--- config.mk ---
export PLATFORM = sky130hd
export DESIGN_NAME = mult_iter_nxn
export DESIGN_NICKNAME = d
export VERILOG_FILES = /design/src/rtl/mult_iter_nxn.sv
export SDC_FILE = /design/constraint.sdc
export NUM_CORES = 1
export LEC_CHECK = 0
export CAP_MARGIN = 10
export CORE_MARGIN = 10
export CORE_UTILIZATION = 54
export DETAILED_ROUTE_END_ITERATION = 8
export GPL_ROUTABILITY_DRIVEN = 0
export GPL_TIMING_DRIVEN = 0
export PLACE_DENSITY = 0.76
export SYNTH_ARGS = -nofsm -noshare
export SYNTH_HDL_FRONTEND = slang
export SYNTH_SLANG_ARGS = --single-unit
--- constraint.sdc ---
create_clock -name i_clk -period 6.5 [get_ports i_clk]
set_input_delay 0.975 -clock i_clk [delete_from_list [all_inputs] [get_ports i_clk]]
set_output_delay 0.975 -clock i_clk [all_outputs]
set_load 0.02 [all_outputs]
--- src/rtl/mult_iter_nxn.sv ---
// Iterative WIDTH x WIDTH multiplier: one CHUNK x CHUNK unsigned base multiplier is reused
// for each digit pair of the operand magnitudes, followed by a sign-fix cycle.
module mult_iter_nxn #(
    parameter int WIDTH = 16,
    parameter int CHUNK = 8
) (
    input  logic               i_clk,
    input  logic               i_rst_n,
    input  logic               i_valid,
    output logic               o_ready,
    input  logic [WIDTH-1:0]   i_a,
    input  logic [WIDTH-1:0]   i_b,
    input  logic               i_signed,
    output logic               o_valid,
    input  logic               i_ready,
    output logic [2*WIDTH-1:0] o_z,
    output logic               o_busy
);
    localparam int K  = WIDTH / CHUNK;
    localparam int IW = (K > 1) ? $clog2(K) : 1;
    localparam int PW = 2 * WIDTH;
    localparam logic [IW-1:0] LAST_DIG = IW'(K - 1);

    if ((WIDTH % CHUNK) != 0 || CHUNK < 2) begin : g_param_check
        $error("mult_iter_nxn: WIDTH must be a multiple of CHUNK and CHUNK >= 2");
    end

    typedef enum logic [1:0] {IDLE, MUL, SIGN, DONE} state_t;

    state_t             state;
    logic [WIDTH-1:0]   mag_a, mag_b;
    logic               neg;
    logic [IW-1:0]      di, dj;
    logic [PW-1:0]      acc;
    logic [CHUNK-1:0]   dig_a, dig_b;
    logic [2*CHUNK-1:0] pp;
    logic [PW-1:0]      pp_sh;

    // Two's complement magnitude; the most negative value maps onto 2^(WIDTH-1) unchanged.
    function automatic logic [WIDTH-1:0] magnitude(input logic [WIDTH-1:0] v, input logic sgn);
        logic signed [WIDTH-1:0] sv;
        sv = $signed(v);
        return (sgn && sv < 0) ? WIDTH'(-sv) : v;
    endfunction

    function automatic logic [PW-1:0] negate(input logic [PW-1:0] v);
        return ~v + PW'(1);
    endfunction

    assign dig_a = mag_a[int'(di)*CHUNK +: CHUNK];
    assign dig_b = mag_b[int'(dj)*CHUNK +: CHUNK];
    assign pp    = {{CHUNK{1'b0}}, dig_a} * {{CHUNK{1'b0}}, dig_b};
    assign pp_sh = PW'(pp) << (CHUNK * (int'(di) + int'(dj)));

    assign o_ready = (state == IDLE);
    assign o_busy  = (state == MUL) || (state == SIGN);

    always_ff @(posedge i_clk or negedge i_rst_n) begin
        if (!i_rst_n) begin
            state   <= IDLE;
            o_valid <= 1'b0;
            o_z     <= '0;
            acc     <= '0;
            di      <= '0;
            dj      <= '0;
            neg     <= 1'b0;
            mag_a   <= '0;
            mag_b   <= '0;
        end else begin
            case (state)
                IDLE: begin
                    if (i_valid) begin
                        mag_a <= magnitude(i_a, i_signed);
                        mag_b <= magnitude(i_b, i_signed);
                        neg   <= i_signed & (i_a[WIDTH-1] ^ i_b[WIDTH-1]);
                        acc   <= '0;
                        di    <= '0;
                        dj    <= '0;
                        state <= MUL;
                    end
                end
                // di walks the a-digits fastest, dj the b-digits
                MUL: begin
                    acc <= acc + pp_sh;
                    if (di == LAST_DIG) begin
                        di <= '0;
                        if (dj == LAST_DIG) begin
                            dj    <= '0;
                            state <= SIGN;
                        end else begin
                            dj <= dj + IW'(1);
                        end
                    end else begin
                        di <= di + IW'(1);
                    end
                end
                SIGN: begin
                    o_z     <= neg ? negate(acc) : acc;
                    o_valid <= 1'b1;
                    state   <= DONE;
                end
                DONE: begin
                    if (i_ready) begin
                        o_valid <= 1'b0;
                        state   <= IDLE;
                    end
                end
                default: state <= IDLE;
            endcase
        end
    end
endmodule

## Yosys cells after proc, flatten, opt, wreduce, memory -nomap -nowiden

Index checks and enable logic that the tools add are counted.

| storage, ports and cells | value |
|---|---|
| word-level logic and storage cells | 61 |
| flip-flop bits (word level) | 102 |
| output and inout port bits | 35 |
| input port bits | 37 |

| cells by class | value |
|---|---|
| add/sub/neg operators | 7 |
| shift operators | 3 |
| reductions and logical operators | 11 |
| magnitude comparators | 2 |
| $mul | 1 |
| bitwise operators | 3 |
| eq/ne operators | 7 |
| muxes and demuxes | 18 |

Operators with widths:

| operator | count |
|---|---|
| $mux W32 | 2 |
| $pmux W32 S2 | 1 |
| $add A32 B1 Y32 const B | 1 |
| $add A32 B32 Y32 | 1 |
| $lt A16 B1 Y1 const B | 2 |
| $mux W16 | 2 |
| $neg A16 Y16 | 2 |
| $not A32 Y32 | 1 |
| $shiftx A16 B5 Y8 | 2 |
| $shl A16 B5 Y32 | 1 |
| $mul A8 B8 Y16 | 1 |
| $mux W2 | 4 |
| $ne A2 B2 Y1 const B | 4 |
| $pmux W2 S4 | 1 |
| $pmux W1 S2 | 3 |
| $reduce_and A2 Y1 | 3 |
| $mux W1 | 5 |
| $eq A2 B2 Y1 const B | 2 |
| $reduce_and A4 Y1 | 1 |
| $reduce_bool A2 Y1 | 2 |
| $reduce_and A3 Y1 | 1 |
| $add A1 B1 Y1 const B | 2 |
| $add A1 B1 Y2 | 1 |
| $eq A2 B1 Y1 const B | 1 |
| 5 further kinds | 6 |

## Longest topological paths before layout

Gate-level depths: netlist of the first run.

| depth | value |
|---|---|
| word-level depth | 5 |
| gate-level depth with buffers | 32 |
| depth with buffers taken out | 30 |

## Worst setup path before layout of the first run

No wires, ideal clock.

| timing path | value |
|---|---|
| kind | register to register |
| from | register di |
| to | register acc[31] |
| path slack | -528 ps |
| arrival | 6900 ps |
| period minus slack after synthesis | 7028 ps |
| setup time | 128 ps |
| path buffers | 1 |
| stages on the path, launching flop included | 29 |
| required time | 6372 ps |
| cells stage by stage | dfrtp_1 buf_1 mux2i_1 or2_2 fa_1 fa_1 inv_1 fa_1 inv_1 fa_1 inv_1 ha_1 a21oi_1 o21bai_1 a211oi_1 o21ai_0 o211ai_1 xor2_1 o22ai_1 ha_1 and3_2 and2_1 a31o_2 a21o_1 a22o_1 o31ai_2 xnor2_1 a21oi_1 o22ai_1 |

| on the way | value |
|---|---|
| longest elaborated chain between the ends | 5 |
| elaborated cells between the ends (all ways) | 6 |
| classes of those cells | add/sub (2); mul (1); shift (2); mux (1) |

RTL lines:

| item | RTL line | source |
|---|---|---|
| start, declared | 33 | `logic [IW-1:0] di, dj;` |
| start signal, assigned | 94 | `di <= di + IW'(1);` |
| $shiftx A16 B5 Y8 | 50 | `assign dig_a = mag_a[int'(di)*CHUNK +: CHUNK];` |
| $mul A8 B8 Y16 | 52 | `assign pp = {{CHUNK{1'b0}}, dig_a} * {{CHUNK{1'b0}}, dig_b};` |
| $shl A16 B5 Y32 * | 53 | `assign pp_sh = PW'(pp) << (CHUNK * (int'(di) + int'(dj)));` |
| $add A32 B32 Y32 * | 84 | `acc <= acc + pp_sh;` |
| $pmux W32 S2 * | 70 | `case (state)` |
| end signal, assigned | 84 |  |
| end, declared | 34 | `logic [PW-1:0] acc;` |

Every way passes the cells marked *; elsewhere a longest branch is shown, timed or not.
A chain may end at the register's enable or synchronous reset.

## Worst setup path after layout of the first run

| timing path | value |
|---|---|
| from | register dj |
| to | register acc[30] |

| on the way | value |
|---|---|
| longest elaborated chain between the ends | 5 |
| elaborated cells between the ends (all ways) | 6 |
| classes of those cells | add/sub (2); mul (1); shift (2); mux (1) |

RTL lines:

| item | RTL line | source |
|---|---|---|
| start, declared | 33 |  |
| start signal, assigned | 91 | `dj <= dj + IW'(1);` |
| $shiftx A16 B5 Y8 | 51 | `assign dig_b = mag_b[int'(dj)*CHUNK +: CHUNK];` |
| $mul A8 B8 Y16 | 52 |  |
| $shl A16 B5 Y32 * | 53 |  |
| $add A32 B32 Y32 * | 84 |  |
| $pmux W32 S2 * | 70 |  |

Marked as above.

==> flow_metrics.env, run 1 <==
export IMPL_status="finished with violations"
export IMPL_violations="setup timing"
export IMPL_numClockSinks=102
export IMPL_routed_via_density=5.71
export IMPL_synth_top_area_share_pct=28.8
export IMPL_area_delta_synth_final_pct=27.8
export IMPL_grt_setup_unrepaired="true"
export IMPL_slew_headroom_pct=42.3
export IMPL_syn_inst=1032
export IMPL_fin_util_pct=70.8
export IMPL_num_antenna_cells=0
export IMPL_cts_max_level=3
export IMPL_syn_nets=1181
export IMPL_synth_top_cells_by_count="122 x nor2_1, 102 x dfrtp_1, 100 x nand2_1, 79 x o21ai_0"
export IMPL_fin_nets=1330
export IMPL_ys_ff_latch=102
export IMPL_ys_warn_count=0
export IMPL_synth_area_leaders="dfrtp_1 29%, ha_1 11%, fa_1 8.4%, xor2_1 5.2%, nor2_1 5.2%"
export IMPL_synth_main_ff_cell="dfrtp_1"
export IMPL_portBuffers=71
export IMPL_ant_nets=0
export IMPL_skew_ns=0.0120
export IMPL_hold_path_class="reg -> reg"
export IMPL_dieArea_um2=21900
export IMPL_post_route_period_util_pct=107
export IMPL_first_pass_iters=5
export IMPL_cpMostUsedCell="fa_1"
export IMPL_critPathLaunch="dj$_DFFE_PN0P_"
export IMPL_grt_pass1_wl_um=38400
export IMPL_end_kind="register"
export IMPL_clockBufferDepth=2
export IMPL_avgSynthCellArea_um2=8.59
export IMPL_fillers=1237
export IMPL_cp_start_kind="register"
export IMPL_yosysUniqueCellTypes=71
export IMPL_io_pins=72
export IMPL_grt_pass1_vias=8007
export IMPL_min_period_ns=6.94
export IMPL_antenna_found_initial=0
export IMPL_core_um2=16000
export IMPL_hold_depth=2
export IMPL_report_final_slew_viol_count=0
export IMPL_drc=0
export IMPL_holdWs_ns=0.518
export IMPL_die_w_um=148
export IMPL_r2r_end="acc[30]$_DFFE_PN0P_"
export IMPL_drive_above_1_share_pct=17.4
export IMPL_critPathArrivalTime_ns=7.19
export IMPL_wl_per_cell_um=17.0
export IMPL_async_flop_share_pct=100
export IMPL_yosysMostFrequentCell="nor2_1"
export IMPL_dp_slack_ns=-0.931
export IMPL_rr_startpoint="dj$_DFFE_PN0P_"
export IMPL_clock_latency_ns=0.36
export IMPL_synth_top_area_cell="dfrtp_1"
export IMPL_slowest_stage="fa_1"
export IMPL_vias=8010
export IMPL_yosysSeqAreaShare_pct=28.8
export IMPL_max_cap_viol_count=0
export IMPL_finalWorstSetupSlack_ns=-0.441
export IMPL_reg2regPathDepth=28
export IMPL_worstPathMaxFanout=7
export IMPL_num_rows=46
export IMPL_die_y_um=148
export IMPL_drtIter0Drc=519
export IMPL_worstPathRequired_ns=6.75
export IMPL_grt_max_degree=64
export IMPL_fmax_mhz=144
export IMPL_finalSetupViolations=15
export IMPL_synth_enable_flop_cells=0
export IMPL_track_usage_pct=21.1
export IMPL_hold_buffers=0
export IMPL_r2r_slack_ns=-0.44
export IMPL_cts_buffers=9
export IMPL_clk_pin_slew_ns=0.08
export IMPL_worstMarginPinSlew_ns=0.865
export IMPL_cts_tree="yes"
export IMPL_crit_path_end="acc[30]$_DFFE_PN0P_"
export IMPL_place_hpwl_um=17200
export IMPL_grt_overflow_total=0
export IMPL_crit_type="reg -> reg"
export IMPL_wl_um=23900
export IMPL_root_buffer="clkbuf_16"
export IMPL_start_util_pct=55.4
export IMPL_syn_area_um2=8870
export IMPL_max_stage_delay_ns=0.54
export IMPL_hold_viol_final=0
[stage by stage]
step	cell area, um2	TNS [ns]	cells
5_1_grt	11300	-7.91	1402
2_1_floorplan	9020	-0.00142	1032
4_1_cts	11100	-2.76	1390
6_report	11300	-4.02	1402
3_5_place_dp	10000	-12.34	1320
3_3_place_gp	10000	-10.57	1319
[per-layer routing]
| layer | part of all wire (%) | track usage (%) | vias to the layer above |
|---|---|---|---|
| li1 | - | - | 3866 |
| met1 | 42 | 25.3 | 3817 |
| met2 | 50 | 36.0 | 262 |
| met3 | 4.7 | 3.31 | 65 |
| met4 | 3.6 | 10.5 | 0 |
| met5 | 0 | 0 | - |
[final cells by class]
cell class,count,area [um2],share of cell area [%]
multi-input combinational,821,6500,57.3
sequential,102,2550,22.5
timing repair buffer,139,1290,11.4
inverter,73,274,2.42
tap,216,270,2.38
clock buffer,10,229,2.02
buffer,35,176,1.56
clock inverter,6,43.8,0.386
[worst max-delay path, delay by kind of cell (launching register included)]
family,cells,cell delay [ns]
flip-flops,1,0.44
adder cells (fa/ha/maj),6,2.67
multiplexers,2,0.56
AND/OR/NAND/NOR,5,0.65
AO/OA/AOI/OAI,8,1.55
XOR/XNOR,2,0.43
buffers and inverters,5,0.49
[timing repair]
action                     in CTS  in global routing
setup endpoints to repair      19                 19
pin swaps                      56                 30
gates resized for setup        73                 23
buffers inserted               55                 12
[worst min path at each step]
stage,startpoint,endpoint,slack [ns]
floorplan,mag_a[4]$_DFFE_PN0P_,mag_a[4]$_DFFE_PN0P_,0.45
global placement,mag_b[0]$_DFFE_PN0P_,mag_b[0]$_DFFE_PN0P_,0.46
detailed placement,mag_b[1]$_DFFE_PN0P_,mag_b[1]$_DFFE_PN0P_,0.47
CTS,mag_b[1]$_DFFE_PN0P_,mag_b[1]$_DFFE_PN0P_,0.51
global route,mag_b[0]$_DFFE_PN0P_,mag_b[0]$_DFFE_PN0P_,0.53
finish,mag_b[0]$_DFFE_PN0P_,mag_b[0]$_DFFE_PN0P_,0.52
[state kept, by name, indices dropped and copies added (netlist names)]
register / count
neg: 1
o_valid: 1
acc: 32
mag_a: 16
dj: 1
di: 1
o_z: 32
state: 2
mag_b: 16
[cell usage in the layout, fill, tap and decap left out, types with 15 or more instances in the layout]
cell / n
dfrtp_1: 100
buf_4: 61
inv_1: 68
o21ai_0: 73
fa_1: 35
clkdlybuf4s50_1: 70
clkbuf_1: 25
a21oi_1: 66
ha_1: 63
nor3_1: 20
nand2_1: 100
nor2_1: 118
xor2_1: 52
a21o_1: 17
xnor2_1: 41
mux2i_4: 15
[cell families after synthesis]
group | Yosys count | synth area share [%]
adder cells (fa/ha/maj) | 112 | 18.9
buffers and inverters | 109 | 4.77
AO/OA/AOI/OAI | 259 | 18.4
multiplexers | 22 | 2.51
flip-flops | 102 | 28.8
AND/OR/NAND/NOR | 332 | 17.1
XOR/XNOR | 96 | 9.48
Power of run 1 is not shown: default switching activity piles up to over one toggle a cycle in this logic, so the estimate is an artifact.
==> run 2: changes to the inputs <==
--- a/constraint.sdc
+++ b/constraint.sdc
@@ -3,2 +3,2 @@
 set_output_delay 0.975 -clock i_clk [all_outputs]
-set_load 0.02 [all_outputs]
+set_load 0.05 [all_outputs]
==> results of run 2 <==
Final layout, timing and power as in run 1 (identical DEF).
Power of run 2 is left out for the same reason.
